==> src/rtl/pc_sequencer.sv <==
// Purpose: fetch/execute sequencer driving instruction fetch, retirement and the PC write enable.
// Latency: 4 cycles fetch-to-fetch (REQ, WAIT, EXEC, UPDATE) with zero-wait memory and immediate exu_done.
// Backpressure: holds the request until ifu_req_ready; WAIT gives up after TIMEOUT cycles; EXEC waits on exu_done.
module pc_sequencer #(
    parameter int ADDR_W  = 32,
    parameter int TIMEOUT = 255
) (
    input  logic              clk,
    input  logic              rst,
    input  logic [ADDR_W-1:0] pc,
    output logic              ifu_req_valid,
    input  logic              ifu_req_ready,
    output logic [ADDR_W-1:0] ifu_req_addr,
    input  logic              ifu_rsp_valid,
    input  logic [31:0]       ifu_rsp_data,
    input  logic              ifu_rsp_err,
    output logic [31:0]       inst,
    output logic              inst_valid,
    input  logic              exu_done,
    input  logic              halt_req,
    output logic              pc_wen,
    output logic [63:0]       retired,
    output logic              halted,
    output logic              err
);

    typedef enum logic [2:0] {
        S_IDLE,
        S_REQ,
        S_WAIT,
        S_EXEC,
        S_UPDATE,
        S_HALT,
        S_ERROR
    } state_t;

    // Last WAIT cycle index: the counter starts at 0, so TIMEOUT cycles end at TIMEOUT-1.
    localparam logic [15:0] WAIT_LAST = 16'(TIMEOUT - 1);

    state_t            state;
    state_t            state_nxt;
    logic [15:0]       wait_cnt;
    logic [ADDR_W-1:0] addr_q;
    logic              req_hold;   // set after the first REQ cycle: addr_q now owns the address
    logic              rsp_ok;

    // A good response is only ever accepted while waiting for one.
    assign rsp_ok = (state == S_WAIT) && ifu_rsp_valid && !ifu_rsp_err;

    // The PC write from UPDATE lands on the edge entering REQ, so the first REQ
    // cycle forwards pc directly and registers it; later stalled cycles replay it.
    assign ifu_req_addr  = (state == S_REQ && !req_hold) ? pc : addr_q;
    assign ifu_req_valid = (state == S_REQ);
    assign pc_wen        = (state == S_UPDATE);
    assign halted        = (state == S_HALT);
    assign err           = (state == S_ERROR);

    // State register.
    always_ff @(posedge clk or posedge rst) begin
        if (rst) begin
            state <= S_IDLE;
        end else begin
            state <= state_nxt;
        end
    end

    // Next-state decode; a response beats the timeout in the same cycle.
    always_comb begin
        state_nxt = state;
        case (state)
            S_IDLE:   state_nxt = S_REQ;
            S_REQ:    if (ifu_req_ready) state_nxt = S_WAIT;
            S_WAIT: begin
                if (ifu_rsp_valid) begin
                    state_nxt = ifu_rsp_err ? S_ERROR : S_EXEC;
                end else if (wait_cnt == WAIT_LAST) begin
                    state_nxt = S_ERROR;
                end
            end
            S_EXEC:   if (exu_done) state_nxt = halt_req ? S_HALT : S_UPDATE;
            S_UPDATE: state_nxt = S_REQ;
            S_HALT:   state_nxt = S_HALT;
            S_ERROR:  state_nxt = S_ERROR;
            default:  state_nxt = S_IDLE;
        endcase
    end

    // Fetch address capture and hold while the request is stalled.
    always_ff @(posedge clk or posedge rst) begin
        if (rst) begin
            addr_q   <= '0;
            req_hold <= 1'b0;
        end else begin
            if (state == S_REQ && !req_hold) begin
                addr_q <= pc;
            end
            req_hold <= (state == S_REQ) && !ifu_req_ready;
        end
    end

    // WAIT cycle counter: cleared while requesting, counts silent WAIT cycles.
    always_ff @(posedge clk or posedge rst) begin
        if (rst) begin
            wait_cnt <= '0;
        end else if (state == S_REQ) begin
            wait_cnt <= '0;
        end else if (state == S_WAIT && !ifu_rsp_valid) begin
            wait_cnt <= wait_cnt + 16'd1;
        end
    end

    // Instruction latch and its one-cycle "new" pulse on the first EXEC cycle.
    always_ff @(posedge clk or posedge rst) begin
        if (rst) begin
            inst       <= '0;
            inst_valid <= 1'b0;
        end else begin
            if (rsp_ok) begin
                inst <= ifu_rsp_data;
            end
            inst_valid <= rsp_ok;
        end
    end

    // Retirement counter, one per UPDATE, wrapping naturally at 2^64.
    always_ff @(posedge clk or posedge rst) begin
        if (rst) begin
            retired <= '0;
        end else if (state == S_UPDATE) begin
            retired <= retired + 64'd1;
        end
    end

endmodule

==> config.mk <==
export PLATFORM = sky130hd
export DESIGN_NAME = pc_sequencer
export DESIGN_NICKNAME = d
export VERILOG_FILES = /design/src/rtl/pc_sequencer.sv
export SDC_FILE = /design/constraint.sdc
export NUM_CORES = 1
export LEC_CHECK = 0
export BUFFER_PORTS_ARGS = -buffer_cell sky130_fd_sc_hd__buf_2
export CAP_MARGIN = 10
export CELL_PAD_IN_SITES_DETAIL_PLACEMENT = 0
export CELL_PAD_IN_SITES_GLOBAL_PLACEMENT = 2
export CORE_MARGIN = 2
export CORE_UTILIZATION = 34
export DETAILED_ROUTE_END_ITERATION = 12
export GPL_ROUTABILITY_DRIVEN = 0
export PLACE_DENSITY = 0.95
export SLEW_MARGIN = 0
export SYNTH_ARGS = -nofsm -noshare
export SYNTH_HDL_FRONTEND = slang
export SYNTH_SLANG_ARGS = --single-unit
==> constraint.sdc <==
create_clock -name clk -period 13.89 [get_ports clk]
set_input_delay 1.389 -clock clk [delete_from_list [all_inputs] [get_ports clk]]
set_output_delay 1.389 -clock clk [all_outputs]
set_load 0.01 [all_outputs]
== After elaboration in Yosys (flattened, before gate mapping) ==
Index checks and enable logic that the tools add are counted.
Cells by class
  $add $sub $neg: 2
  equal/unequal tests: 10
  reductions and logical operators: 13
  muxes and demuxes: 10
Operators with widths (number)
  adder 64 x 1 -> 64 bit (second input constant): 1
  2-to-1 mux 16 bit: 2
  2-to-1 mux 32 bit: 1
  case mux 3 bit (6 select lines): 1
  adder 16 x 1 -> 16 bit (second input constant): 1
  == test 16 x 8 -> 1 bit (second input constant): 1
  2-to-1 mux 3 bit: 5
  == test 3 bit (second input constant): 3
  == test 3 x 2 -> 1 bit (second input constant): 2
  logical AND 1 bit: 5
  zero test 1 bit: 4
  == test 3 x 1 -> 1 bit (second input constant): 1
  zero test 3 bit: 1
  != test 3 x 2 -> 1 bit (second input constant): 1
  AND reduction 3 bit: 1
  != test 2 x 1 -> 1 bit (second input constant): 1
  != test 2 bit (second input constant): 1
  nonzero test 2 bit: 1
  OR reduction 2 bit: 1
  2-to-1 mux 1 bit: 1
Storage, ports and cells
  output and inout bits: 133
  word-level logic and storage cells: 42
  register bits: 149
  input port bits: 71

== Depth between registers and ports, before layout ==
  word-level depth: 4
  depth in mapped cells: 7
  gate-level depth less buffers: 6

== Worst setup path before layout ==
No wires, ideal clock.
  path kind: in2out
  from: input pc[0]
  to: output ifu_req_addr[0]
  stages: 1
  required time: 12.501 ns
  path slack: 10.829 ns
  buffers on the path: 0
  data arrival time: 1.672 ns
  cell sequence: mux2_2
On the way
  longest elaborated chain between the ends: 1
Ends and longest elaborated chain
  start: declaration: RTL line 10  | input logic [ADDR_W-1:0] pc,
  2-to-1 mux 32 bit
  end: declaration: RTL line 13  | output logic [ADDR_W-1:0] ifu_req_addr,
Every way passes these cells.

== Worst setup path in the final report ==
  from: register state[2]
  to: output ifu_req_addr[26]
On the way
  longest elaborated chain between the ends: 3
Ends and longest elaborated chain
  start: declaration: RTL line 40  | state_t state;
  start signal: assignment: RTL line 63  | state <= state_nxt;
  == test 3 x 1 -> 1 bit: RTL line 52  | assign ifu_req_addr = (state == S_REQ && !req_hold) ? pc : addr_q;
  logical AND 1 bit: RTL line 52
  2-to-1 mux 32 bit
Every way passes these cells.

==> summary.md <==
| Metric | Value |
|---|---|
| Number of synthesized flops with an enable pin | 0 |
| Final setup vio count | 0 |
| Fin area | ~8300 sq um |
| First-pass GRT wire length | 25200 um |
| Critical path fanouts, max | 32 |
| Fin util | between 40 and 50% |
| CTS max path bufs | 2 |
| Top Usage Layer GRT | met2 |
| Post-Syn Instances | between 500 and 600 |
| Routed vias | 4966 |
| Most frequent cell after synthesis | dfrtp_1 |
| Vias in the first global route | between 4000 and 5000 |
| Worst VDD drop | between 0.07 and 0.08 mV |
| Prevailing post-synth register cell | dfrtp_1 |
| Yosys top cell area share | between 50% and 60% |
| Die area | 20000 sq um |
| Syn nets | around 670 |
| DIE WIDTH | 142 um |
| N_diodes | 0 |
| Post-synthesis sequential area ratio | 57.9% |
| Routed WL per cell | 14.5 um |
| Initial Util | 34.5% |
| Fmax | ~260 MHz |
| Number of H-tree levels | 4 |
| Hold-fix buffers, CTS | 0 |
| Global route overflow | 0 |
| Met3 GRT Util | 3.91% |
| Mapped cell area | 6430 sq um |
| Grt met1 use | between 20% and 30% |
| Commonest cells post-synth | dfrtp_1 (149), nand2_1 (133), nor2_1 (41) |
| P per Cell Area | 176 nW/um^2 |
| FF+latch count, synth | 149 |
| Pwr Total | 1.46 mW |
| DRT Wirelength | around 15000 um |
| Maxcap violations | 0 |
| Crit end category | primary output |
| Maximum number of pins on one net before global-route repair | 87 |
| CTS clk-pin slew, worst paths | 0.06 ns |
| Placed cell areas | around 7700 sq um |
| Leakage power | 4.23 nW |
| Layout cells sized above 1 | 35.0% |
| Die Y | 142 um |
| NumNets Final | 879 |
| Antenna viol nets, final | 0 |
| Fraction of registers with async set/reset | between 90% and 100% |
| Syn Area/Cell | 10.8 sq um |
| Initial antenna violation count | 0 |
| WS Path Type | reg -> out |
| Core box area | between 15000 and 20000 sq um |
| Later-pin clock latency in the skew report | ~0.42 ns |
| GRT Total Usage | approximately 16% |
| Clock root cell | clkbuf_16 |
| Final instance count without filler cells | 1052 |
| Tightest Pin Transition | around 1.1 ns |
| Final HPWL DP | 10800 um |
| DRC viols | 0 |
| Unrepaired setup endpoints after global routing | false |
| Status | finished, final reports clean |
| Synth cell types | 41 |
| Post-CTS setup buffers | 0 |
| Final Hold Viols | 0 |
| Met2 usage | 25.4% |
| Post-DR vias/cell | 4.72 |
| Max-slew violations | 0 |
| Total CTS buffers | 17 |
| CTS tree | yes |
| Initial DRC Count | 180 |
| Area leader, netlist | dfrtp_1 |
| Synth area leaders | dfrtp_1 (58%), nand2_1 (7.8%), mux2_2 (5.8%), xor2_1 (5.3%), xnor2_1 (4.6%) |
| Required time of the critical path | 12.50 ns |
| Crit start category | flip-flop |
| Setup TNS | 0 ns |
| Clock skew | 0.0109 ns |
| Port bufs | 203 |
| Placed cell count | between 1000 and 1500 |
| Synthesis Warnings | 0 |
| Tmin final | 3.84 ns |
| Slew margin rel. | 28.6% |
| Worst EP arrival | 2.45 ns |
| Area grow syn2layout | 28.9% |
| Row Count | 50 |
| Crit share post-route | 27.6% |
| Worst hold path class | reg -> reg |
| Clock Sinks | 149 |
| I/O pin cnt | 204 |
| CTS resizes | 0 |
| Count of TritonRoute iterations in the first routing pass | 4 |
cell type report:
class | instances | area [sq um]
Inverter | 19 | 76.3
Clock buffer | 18 | 429
Multi-Input combinational cell | 412 | 2570
Clock inverter | 14 | 154
Tap cell | 234 | 293
Sequential cell | 149 | 3730
Fill cell | 1813 | 10300
Timing Repair Buffer | 206 | 1040
metrics by stage:
step	worst slack [ns]	hold WS (ns)
2_1_floorplan	8.49	0.496
3_3_place_gp	10.21	0.453
3_5_place_dp	10.16	0.458
4_1_cts	10.01	0.471
5_1_grt	9.87	0.500
6_report	10.05	0.468
cells in the final DEF, fill, tap and decap left out, types with 3 or more instances in the layout:
cell,n
or3_1,6
xor2_1,39
o21ai_0,9
clkinv_4,3
clkinvlp_4,5
nor3_1,19
buf_2,203
nand4_1,19
nand3_1,27
inv_1,17
xnor2_1,34
mux2_2,33
nand2_1,133
a21oi_1,6
nor4_2,4
clkbuf_16,17
nor2_1,40
ha_1,3
dfrtp_1,149
nor4_1,9
and3_1,5
buf_4,3
layer usage:
metal	routed length (um)	up-vias
li1	-	2417
met1	6930	2402
met2	7280	126
met3	740	21
met4	321	0
met5	0	-
critical path, cell delays in order, from the launching register on:
cell and delay [ns]:
dfrtp_1 0.48, inv_1 0.23, nand3b_1 0.25, nor2_2 0.14, buf_4 0.38, mux2_2 0.40
buf_2 0.14
where the power goes:
| group | total [mW] | switching (mW) | internal [mW] |
|---|---|---|---|
| Combinational | 0.410 | 0.222 | 0.188 |
| Clock | 0.456 | 0.190 | 0.266 |
| Sequential | 0.590 | 0.0548 | 0.535 |
| Total | 1.46 | 0.467 | 0.989 |
cells by family after synthesis:
family | Yosys count | synth area share (%)
fa+ha+maj | 3 | 0.583
mux | 33 | 5.77
buf+inv | 34 | 2.10
compound gates | 18 | 1.56
simple gates | 285 | 22.1
xor+xnor | 73 | 9.94
flops | 149 | 57.9
worst paths after layout:
| path | startpoint | endpoint | slack, ns | cells past startpoint |
|---|---|---|---|---|
| setup / recovery | state[2] | ifu_req_addr[26] | 10.05 | 6 |
| hold / removal | retired[63] | retired[63] | 0.47 | 1 |
| setup reg to reg | state[0] | inst[0] | 11.26 | 5 |
| hold reg to reg | retired[63] | retired[63] | 0.47 | 1 |
| max in group asynchronous | rst | addr_q[11] | 11.48 | 3 |
| min in group asynchronous | rst | inst[26] | 1.09 | 2 |
flip-flops by register name, indices dropped and copies added, names as in the netlist:
register,cells
retired,64
addr_q,32
inst,32
wait_cnt,16
state,3
inst_valid,1
req_hold,1
(Power assumes the default switching activity.)
